`config.mk`:
```
export PLATFORM = sky130hd
export DESIGN_NAME = mips_cpu_sequencer
export DESIGN_NICKNAME = d
export VERILOG_FILES = /design/src/rtl/mips_cpu_sequencer.sv
export SDC_FILE = /design/constraint.sdc
export NUM_CORES = 1
export LEC_CHECK = 0
export BUFFER_PORTS_ARGS = -buffer_cell sky130_fd_sc_hd__clkbuf_2
export CAP_MARGIN = 0
export CORE_AREA = 10 10 123 125
export CTS_BUF_LIST = sky130_fd_sc_hd__clkbuf_2
export CTS_CLUSTER_SIZE = 16
export DETAILED_ROUTE_END_ITERATION = 16
export DIE_AREA = 0 0 133 135
export PLACE_DENSITY_LB_ADDON = 0.05
export SYNTH_ARGS = -nofsm -noshare
export SYNTH_HDL_FRONTEND = slang
export SYNTH_SLANG_ARGS = --single-unit
export TNS_END_PERCENT = 30
```
`constraint.sdc`:
```
create_clock -name clk -period 5.4 [get_ports clk]
set_clock_uncertainty 0.15 [all_clocks]
set_input_delay 0.54 -clock clk [delete_from_list [all_inputs] [get_ports clk]]
set_output_delay 0.54 -clock clk [all_outputs]
set_load 0.01 [all_outputs]
```
`src/rtl/mips_cpu_sequencer.sv`:
```
// mips_cpu_sequencer
//   Multicycle state sequencer and program-counter owner for the MIPS CPU.
//   Drives the 3-bit state decoded by the datapath controller, stretches
//   memory states while the bus asserts waitrequest, retires instructions
//   by loading a new pc, and halts on pc==0 or an unsupported opcode.
//
// Ports
//   clk           in   system clock, rising edge
//   rst_n         in   asynchronous active-low reset
//   opcode        in   [5:0]  instruction[31:26], valid from EXEC1 onward
//   branch_offset in   [15:0] instruction[15:0], valid from EXEC1 onward
//   alu_zero      in   ALU zero flag, valid in EXEC1
//   waitrequest   in   bus stall, holds a memory state while high
//   state         out  [2:0]  0 RESET 1 FETCH 2 DECODE 3 EXEC1 4 EXEC2 5 HALT
//   pc            out  [31:0] current instruction address
//   pc_write      out  high in the cycle whose closing edge loads a new pc
//   stall         out  high while a memory state is held by waitrequest
//   active        out  high from the first FETCH until HALT
//   fault         out  sticky, HALT entered via an unsupported opcode
//   instr_count   out  [31:0] retired-instruction counter
module mips_cpu_sequencer #(
    parameter logic [31:0] RESET_VECTOR = 32'hBFC00000
) (
    input  logic        clk,
    input  logic        rst_n,
    input  logic [5:0]  opcode,
    input  logic [15:0] branch_offset,
    input  logic        alu_zero,
    input  logic        waitrequest,
    output logic [2:0]  state,
    output logic [31:0] pc,
    output logic        pc_write,
    output logic        stall,
    output logic        active,
    output logic        fault,
    output logic [31:0] instr_count
);

    typedef enum logic [2:0] {
        StReset  = 3'd0,
        StFetch  = 3'd1,
        StDecode = 3'd2,
        StExec1  = 3'd3,
        StExec2  = 3'd4,
        StHalt   = 3'd5
    } state_e;

    localparam logic [5:0] OpRtype = 6'h00;
    localparam logic [5:0] OpBeq   = 6'h04;
    localparam logic [5:0] OpLw    = 6'h23;
    localparam logic [5:0] OpSw    = 6'h2b;

    state_e      state_q;
    logic [31:0] pc_q;
    logic        active_q;
    logic        fault_q;
    logic [31:0] count_q;

    logic        is_lw;
    logic        is_sw;
    logic        retire;
    logic [31:0] branch_disp;
    logic [31:0] pc_next;

    assign is_lw = (opcode == OpLw);
    assign is_sw = (opcode == OpSw);

    always_comb begin
        stall       = 1'b0;
        retire      = 1'b0;
        branch_disp = {{14{branch_offset[15]}}, branch_offset, 2'b00};
        pc_next     = pc_q + 32'd4;
        unique case (state_q)
            StFetch: stall = waitrequest;
            StExec1: begin
                stall  = waitrequest && is_lw;
                retire = (opcode == OpBeq);
                // Only beq retires out of EXEC1, so the taken branch is gated here.
                if (alu_zero) begin
                    pc_next = pc_q + 32'd4 + branch_disp;
                end
            end
            StExec2: begin
                stall  = waitrequest && is_sw;
                retire = !(waitrequest && is_sw);
            end
            default: ;
        endcase
        pc_write = retire;
    end

    always_ff @(posedge clk or negedge rst_n) begin
        if (!rst_n) begin
            state_q  <= StReset;
            pc_q     <= RESET_VECTOR;
            active_q <= 1'b0;
            fault_q  <= 1'b0;
            count_q  <= 32'd0;
        end else begin
            unique case (state_q)
                StReset: begin
                    state_q  <= StFetch;
                    active_q <= 1'b1;
                end
                StFetch: begin
                    if (!waitrequest) begin
                        state_q <= StDecode;
                    end
                end
                StDecode: state_q <= StExec1;
                StExec1: begin
                    if (is_lw) begin
                        if (!waitrequest) begin
                            state_q <= StExec2;
                        end
                    end else if (opcode == OpRtype || is_sw) begin
                        state_q <= StExec2;
                    end else if (opcode != OpBeq) begin
                        state_q  <= StHalt;
                        fault_q  <= 1'b1;
                        active_q <= 1'b0;
                    end
                end
                StExec2: ;
                StHalt:  ;
                default: begin
                    // Unreachable encodings park in a faulted halt.
                    state_q  <= StHalt;
                    fault_q  <= 1'b1;
                    active_q <= 1'b0;
                end
            endcase

            // Retire overrides the per-state transition chosen above.
            if (retire) begin
                pc_q    <= pc_next;
                count_q <= count_q + 32'd1;
                if (pc_next == 32'd0) begin
                    state_q  <= StHalt;
                    active_q <= 1'b0;
                end else begin
                    state_q <= StFetch;
                end
            end
        end
    end

    assign state       = state_q;
    assign pc          = pc_q;
    assign active      = active_q;
    assign fault       = fault_q;
    assign instr_count = count_q;

endmodule

```
* Word-level counts from Yosys, hierarchy flattened
Cells that the tools add are included.
** Word-level totals
- Output and inout bits :: 71
- Bits of input ports :: 26
- Register bits :: 69
** Operators by class
- Mux-type cells :: 22
- Bitwise logic cells :: 1
- Equal/unequal tests :: 16
- Reductions and logical operators :: 12
- $add $sub $neg :: 3
** Operators with widths (count)
- $mux W32 :: 2
- $add A32 B1 Y32 const B :: 1
- $add A32 B3 Y32 const B :: 1
- $add A32 B32 Y32 :: 1
- $logic_not A32 Y1 :: 1
- $mux W3 :: 7
- $pmux W3 S5 :: 1
- $eq A6 B6 Y1 const B :: 2
- $mux W1 :: 8
- $reduce_and A4 Y1 :: 2
- $eq A3 B2 Y1 const B :: 2
- $eq A3 B3 Y1 const B :: 2
- $eq A6 B3 Y1 const B :: 1
- $logic_not A6 Y1 :: 1
- $ne A2 B2 Y1 const B :: 3
- $ne A6 B3 Y1 const B :: 1
- $pmux W1 S3 :: 2
- $ne A5 B5 Y1 const B :: 1
- $reduce_or A5 Y1 :: 1
- $ne A4 B4 Y1 const B :: 1
- $pmux W1 S2 :: 2
- $reduce_or A4 Y1 :: 1
- $eq A3 B1 Y1 const B :: 1
- $logic_not A3 Y1 :: 1
- other kinds (7) :: 8

* Logic depth before layout (Yosys ltp)
Gate-level depths: netlist (run 1).
- Depth after elaboration :: 7
- Mapped depth :: 20

* Worst setup path after synthesis (run 1)
No wires, ideal clock.
- Kind :: register to register
- From :: register pc_q[2] (netlist: pc[2])
- To :: register active_q (netlist: active)
- Library setup time :: 0.119 ns
- Arrival :: 4.165 ns
- Clock period less this slack :: 4.434 ns
- Cell stages (with the launch flop) :: 21
- Path buffers :: 3
- Slack :: 0.966 ns
- Cell sequence :: dfrtp_1 ha_1 clkbuf_1 nand2_1 or3_1 buf_2 nor2_2 nand3_1 xnor2_1 ha_1 clkbuf_1 a21oi_1 o21ai_0 o32ai_1 a31oi_2 a211oi_1 mux2i_1 xnor2_1 a2111oi_2 nand4b_1 and2_1
** Between the ends
- Cells in the longest elaborated chain, start to end :: 7
** Ends and longest elaborated chain
- from (decl) :: line 54 : logic [31:0] pc_q;
- from (signal assigned) :: line 136 : pc_q <= pc_next;
- $add A32 B3 Y32 (*) :: line 72, 80
- $add A32 B32 Y32 :: line 80 : pc_next = pc_q + 32'd4 + branch_disp;
- $mux W32 :: line 79 : if (alu_zero) begin
- $mux W32 (*) :: line 73 : unique case (state_q)
- $logic_not A32 Y1 (*) :: line 138 : if (pc_next == 32'd0) begin
- $mux W1 (*) :: line 138
- $mux W1 (*) :: line 135 : if (retire) begin
- to (signal assigned) :: line 96 : active_q <= 1'b0;
- to (signal assigned) :: line 130 : active_q <= 1'b0;
- to (signal assigned) :: line 140 : active_q <= 1'b0;
- to (decl) :: line 55 : logic active_q;
Every way passes the cells marked *; elsewhere a longest branch is shown, timed or not.
A chain may end at the register's enable or synchronous reset.

* Final worst setup path (run 1)
Ends and elaborated chain as after synthesis.

==> metrics.yaml, run 1 <==
clock_network:
  cts_buffers: 9
  cts_tree: "built"
  path_clk_slew_ns: 0.19
  cts-root-buf: "clkbuf_2"
  clockBufferDepth: 2
  cts_setup_buffers: 0
  htreeDepth: 3
  worstSkewPairLatency_ns: 0.51
  cts_num_sinks: 67
sta:
  setup_ws_ns: 0.4918
  maxSlewHeadroom_pct: 43.63
  setup-violations-final: 0
  fmax_ghz: 0.2037
  finalCritPeriodShare_pct: 90.89
  rsz0062_at_grt: "false"
  slew_viol_final: 0
  min_period_ns: 4.908
  worstMarginPinSlew_ns: 0.8455
  tns_ns: 0
  hold_violations: 0
die:
  die_h_um: 135
  initial_utilization_pct: 44.77
  die_x_um: 133
  core-area_mm2: 0.01257
  ios: 97
  dieArea_mm2: 0.01796
  row_count: 41
yosys:
  synth_ff_type: "dfrtp_1"
  synthTopCellsByCount: "nand2_1, a21oi_1, nor2_1"
  ys_seq_area_share_pct: 30.00
  async_flop_share_pct: 100.0
  ys_ff_latch: 67
  yosysMostFrequentCell: "nand2_1"
  synth_edf_count: 0
  ys_warn_count: 0
  synthCells: 681
  synth_top_area_share_pct: 25.79
  yosys-top-cells-area: "dfrtp_1, ha_1, xnor2_1"
  avgSynthCellArea_um2: 8.262
  ys_types: 67
  synth_top_cell_by_area: "dfrtp_1"
  syn-cell-area_mm2: 0.005627
drt:
  num_vias: 5163
  wl_met3_um: 982
  drc: 0
  met2WireLength_mm: 6.952
  routed.top_layer: "met4"
  drt-pass1-iter-count: 5
  ant_nets: 0
  drtIter0Drc: 316
  drt-total-wl_mm: 15.70
  wl_per_cell_um: 16.72
  met1Wirelength_mm: 7.512
  vias_per_cell: 5.498
setup_path:
  max_stage_delay_ns: 0.48
  critPathCaptureType: "register"
  slowest_stage: "dfrtp_1"
  required_ns: 5.67
  worstPathMaxFanout: 10
  cp.arrival_ns: 5.18
  crit_type: "register to register"
  cp_top_family: "compound AO/OA/AOI/OAI gates"
  cp-start-kind: "register"
  crit_chain: "ha_1, nand2_1, or3_1, nor2_4, nand3_1, xnor2_1, ha_1, a21oi_1, o21ai_0, o32ai_1, a31oi_2, a211oi_1, mux2i_1, xnor2_1, a2111oi_2, nand4b_1, and2_1"
  cp_num_buf_inv: 0
grt:
  track_usage_pct: 16.99
  grt_antenna_before_repair: 0
  grt_max_degree: 68
  grt_pass1_vias: 4934
  grt_pass1_wl_mm: 25.30
  grt_overflow_total: 0
finish:
  antenna_cells: 0
  n_fill_cell: 1201
  fin_nets: 824
  area_growth_pct: 13.54
  drive_above_1_share_pct: 20.60
  instances_no_fill: 939
  utilization_pct: 50.83
place:
  routabilityCongestion: 0.9001
  hpwl_mm: 12.31
  placed_cells: 923
  dpl_worst_slack_ns: 0.5295
  portBuffers: 94
pwr:
  ir_drop_mv: 0.2275
  cellPowerDensity_mw_per_mm2: 487.2
  total_power_mw: 3.112
  p_leak_nw: 2.886
run_status:
  status: "complete, no violations"
hold_path:
  hold_class: "input pin to async pin"
flow_run:
  cap_viol_max_count: 0
## worst reg2reg max path, stage by stage (launching register included)
cell       delay [ns]
dfrtp_1          0.48
ha_1             0.32
nand2_1          0.09
or3_1            0.48
nor2_4           0.29
nand3_1          0.12
xnor2_1          0.20
ha_1             0.32
a21oi_1          0.23
o21ai_0          0.15
o32ai_1          0.33
a31oi_2          0.11
a211oi_1         0.31
mux2i_1          0.26
xnor2_1          0.13
a2111oi_2        0.36
nand4b_1         0.25
and2_1           0.22
## registers in the layout, summed over array words and instances (netlist names)
signal       flops
instr_count     32
state            3
pc              30
fault            1
active           1
## cell usage in the layout (no fill, tap or decap), drive strengths merged, types with 4 or more instances in the layout
master / Yosys / routed
clkbuf: 17 / 102
nand2: 72 / 72
a21oi: 64 / 64
nor2: 62 / 62
dfrtp: 58 / 58
xnor2: 48 / 48
o21ai: 36 / 36
ha: 35 / 35
nand3: 34 / 34
xor2: 31 / 31
nand4: 21 / 21
inv: 21 / 21
mux2: 16 / 16
and3: 14 / 14
nor3: 12 / 12
a21o: 10 / 10
nand2b: 9 / 9
dfstp: 9 / 9
o21bai: 8 / 8
a211oi: 8 / 8
mux2i: 7 / 7
and4: 7 / 7
a31oi: 7 / 7
o211ai: 6 / 6
buf: 13 / 6
o21a: 5 / 5
or2: 5 / 5
nor4: 5 / 5
nor2b: 4 / 4
and2: 4 / 4
## worst paths after layout
path                                 start         endpoint  slack, ns  cells past startpoint
max                                  pc[2]           active       0.49                     17
max in group asynchronous            rst_n           pc[18]       4.51                      2
max reg2reg                          pc[2]           active       0.49                     17
min in group clk               waitrequest         state[1]       0.22                      4
min                                  rst_n            pc[9]       0.05                      2
min reg2reg                instr_count[31]  instr_count[31]       0.33                      1
## cell type report
| class | instances | area, um2 | area share, % |
|---|---|---|---|
| clock buffer | 9 | 45.04 | 0.7051 |
| multi-input combinational | 564 | 3737 | 58.50 |
| clock inverter | 7 | 116.4 | 1.821 |
| tap | 172 | 215.2 | 3.369 |
| inverter | 21 | 78.83 | 1.234 |
| timing repair buffer | 99 | 508.0 | 7.951 |
| sequential | 67 | 1688 | 26.42 |
## kinds of logic after synthesis
family | synth area share (%)
simple gates | 23.15
compound gates | 17.90
xor+xnor | 12.43
flops | 30.00
buf+inv | 3.869
fa+ha+maj | 8.139
mux | 4.447
other cells | 0.06665
## where the power goes
group	internal (mW)	switching [mW]	leakage, nW
registers	0.639	0.204	0.833
clock network	0.199	0.186	0.0919
logic	0.755	1.13	1.96
total	1.59	1.52	2.89
## metrics by stage
stage | instance area (um2) | hold slack [ns]
after global routing | 6389 | 0.02621
after global placement | 6222 | 0.3071
final | 6389 | 0.04852
after detailed placement | 6222 | 0.3131
after CTS | 6384 | 0.03317
after floorplan | 5630 | 0.09441
## timing repair
action	in CTS	in global routing
setup endpoints to repair	0	1
gates resized for setup	0	1
hold buffers	0	0
## layer usage
layer,up-vias,track usage [%]
met2,140,25.95
li1,2597,-
met1,2408,22.80
met5,-,0
met3,18,4.562
met4,0,5.257
Note: power is estimated with default switching activity, not from simulation.
==> run 2: changes to the inputs <==
--- a/config.mk
+++ b/config.mk
@@ -13,6 +13,7 @@
 export DETAILED_ROUTE_END_ITERATION = 16
 export DIE_AREA = 0 0 133 135
 export PLACE_DENSITY_LB_ADDON = 0.05
+export SLEW_MARGIN = 20
 export SYNTH_ARGS = -nofsm -noshare
 export SYNTH_HDL_FRONTEND = slang
 export SYNTH_SLANG_ARGS = --single-unit
==> constraint.sdc (replaced) <==
create_clock -name clk -period 5.2 [get_ports clk]
set_clock_uncertainty 0.15 [all_clocks]
set_input_delay 0.52 -clock clk [delete_from_list [all_inputs] [get_ports clk]]
set_output_delay 0.52 -clock clk [all_outputs]
set_load 0.01 [all_outputs]
==> run 2 against run 1 <==
  * Flip-flop and latch count did not move
  * Clock power down 40%
  * Count of clock-buffer cells in the layout increased by 2
  * Sequential share of layout area grew 0.35 points
  * Critical path depth is 1 lower
  * Highest routed layer unchanged
  * Utilization fell by 0.56 points
  * Via count increased by 0.54%
  * Sequential power rose by 5.2%
==> metrics.yaml, run 2 (synthesized netlist as in run 1, its figures left out) <==
run_status:
  status: "complete, no violations"  # unchanged
clock_network:
  cts_num_sinks: 67  # unchanged
  cts_resized: 0  # unchanged
  cts_setup_buffers: 0  # unchanged
  worstSkewPairLatency_ns: 0.47  # was 0.51 ns
  cts_hold_buf: 0  # unchanged
  cts-root-buf: "clkbuf_2"  # unchanged
  clockBufferDepth: 2  # unchanged
  cts_buffers: 9  # unchanged
  cts_tree: "built"  # unchanged
  htreeDepth: 3  # unchanged
  path_clk_slew_ns: 0.18  # was 0.19 ns
setup_path:
  critPathCaptureType: "register"  # unchanged
  cp.arrival_ns: 5.09  # was 5.18 ns
  crit_type: "register to register"  # unchanged
  ff2ff_path_depth: 16  # was 17
  required_ns: 5.44  # was 5.67 ns
  cp-start-kind: "register"  # unchanged
  worstPathMaxFanout: 8  # was 10
finish:
  mostFrequentLayoutCells: "clkbuf_2, nand2_1, a21oi_1, nor2_1, dfrtp_1"  # unchanged
  n_fill_cell: 1242  # was 1201
  multi_input_area_mm2: 0.003735  # was 0.003737 mm2
  seq_area_mm2: 0.001692  # was 0.001688 mm2
  fin_area_mm2: 0.006319  # was 0.006389 mm2
  largest_reg_flops: 32  # unchanged
  drive_above_1_share_pct: 20.81  # was 20.60%
  fin_nets: 826  # was 824
  area_growth_pct: 12.30  # was 13.54%
  antenna_cells: 0  # unchanged
  final_common_cell: "clkbuf_2"  # unchanged
  instances_no_fill: 941  # was 939
sta:
  hold_violations: 0  # unchanged
  finalCritPeriodShare_pct: 93.17  # was 90.89%
  rsz0062_at_grt: "false"  # unchanged
  tns_ns: 0  # unchanged
  min_period_ns: 4.845  # was 4.908 ns
  slew_viol_final: 0  # unchanged
  maxSlewHeadroom_pct: 44.56  # was 43.63%
  fmax_ghz: 0.2064  # was 0.2037 GHz
  worstMarginPinSlew_ns: 0.8317  # was 0.8455 ns
  holdWs_ns: 0.05712  # was 0.04852 ns
  setup-violations-final: 0  # unchanged
drt:
  drtIter0Drc: 312  # was 316
  drc: 0  # unchanged
  ant_nets: 0  # unchanged
  num_vias: 5191  # was 5163
  drt-total-wl_mm: 15.79  # was 15.70 mm
  vias_per_cell: 5.516  # was 5.498
  wl_per_cell_um: 16.77  # was 16.72 um
  drt-pass1-iter-count: 5  # unchanged
place:
  hpwl_mm: 12.52  # was 12.31 mm
  dpl_cell_area_mm2: 0.006237  # was 0.006222 mm2
  portBuffers: 94  # unchanged
  routabilityCongestion: 0.8890  # was 0.9001
  placed_cells: 925  # was 923
grt:
  grt_max_degree: 68  # unchanged
  top_usage_layer: "met2"  # unchanged
  grt_pass1_vias: 5082  # was 4934
  use_met2_pct: 27.09  # was 25.95%
  track_usage_pct: 17.32  # was 16.99%
  grt.met1_usage_pct: 23.31  # was 22.80%
  grt_pass1_wl_mm: 25.88  # was 25.30 mm
  grt_antenna_before_repair: 0  # unchanged
  grt_overflow_total: 0  # unchanged
  gr-usage-met3_pct: 4.266  # was 4.562%
pwr:
  cellPowerDensity_mw_per_mm2: 485.9  # was 487.2 mW/mm2
  ir_drop_mv: 0.1797  # was 0.2275 mV
  p_leak_nw: 2.854  # was 2.886 nW
  total_power_mw: 3.070  # was 3.112 mW
die:
  core-area_mm2: 0.01257  # unchanged
  initial_utilization_pct: 44.77  # unchanged
  dieArea_mm2: 0.01796  # unchanged
  die_h_um: 135  # unchanged
  ios: 97  # unchanged
  die_x_um: 133  # unchanged
  row_count: 41  # unchanged
flow_run:
  cap_viol_max_count: 0  # unchanged
hold_path:
  hold_class: "input pin to async pin"  # unchanged
-- run 2: changes by cell type in the layout (fill, tap and decap cells not counted), sizes merged --
cell,previous run,this run
bufinv,3,0
buf,6,8
clkbuf,102,104
clkinv,3,5
clkinvlp,1,0
-- run 2: metrics by stage --
stage / utilization (%) / setup slack [ns]
3_5_place_dp: 49.63 / 0.2062
5_1_grt: 50.27 / 0.01159
6_report: 50.27 / 0.3552
3_3_place_gp: 49.63 / 0.2941
4_1_cts: 50.22 / 0.1907
2_1_floorplan: - / 0.7662
-- run 2: final cells by class --
type,instances,share of cell area (%)
Timing Repair Buffer,101,8.277
Clock inverter,5,0.3168
Inverter,21,1.248
Clock buffer,11,0.8713
Multi-Input combinational cell,564,59.11
Tap cell,172,3.406
Sequential cell,67,26.77
-- run 2: critical path, cell delays in order (launching register included) --
cell and delay (ns):
dfrtp_2 0.45, ha_2 0.26, nand2_1 0.07, or3_1 0.37, buf_4 0.19, nor4_1 0.36, xnor2_1 0.20, ha_1 0.36
a21oi_1 0.22, o21ai_0 0.19, or4_1 0.50, a21oi_1 0.14, a211oi_1 0.08, or4_1 0.54, nor4_2 0.20, nand4b_1 0.25
and2_1 0.23
-- run 2: path summary, 6_finish.rpt --
kind | start | endpoint | slack (ns)
max | pc[3] | active | 0.36
min | rst_n | fault | 0.06
max reg2reg | pc[3] | active | 0.36
min reg2reg | instr_count[31] | instr_count[31] | 0.33
max in group asynchronous | rst_n | pc[2] | 4.27
min in group clk | waitrequest | state[1] | 0.23
-- run 2: power breakdown --
group	internal [mW]	switching (mW)
Clock	0.0604	0.171
Sequential	0.666	0.221
Combinational	0.789	1.16
Total	1.52	1.55
-- run 2: layer usage --
metal / share of wire, % / vias up / wire length, um
met5: 0 / - / 0
met1: 48 / 2428 / 7555
li1: - / 2601 / -
met2: 45 / 150 / 7117
met4: 1.0 / 0 / 160
met3: 6.0 / 12 / 951
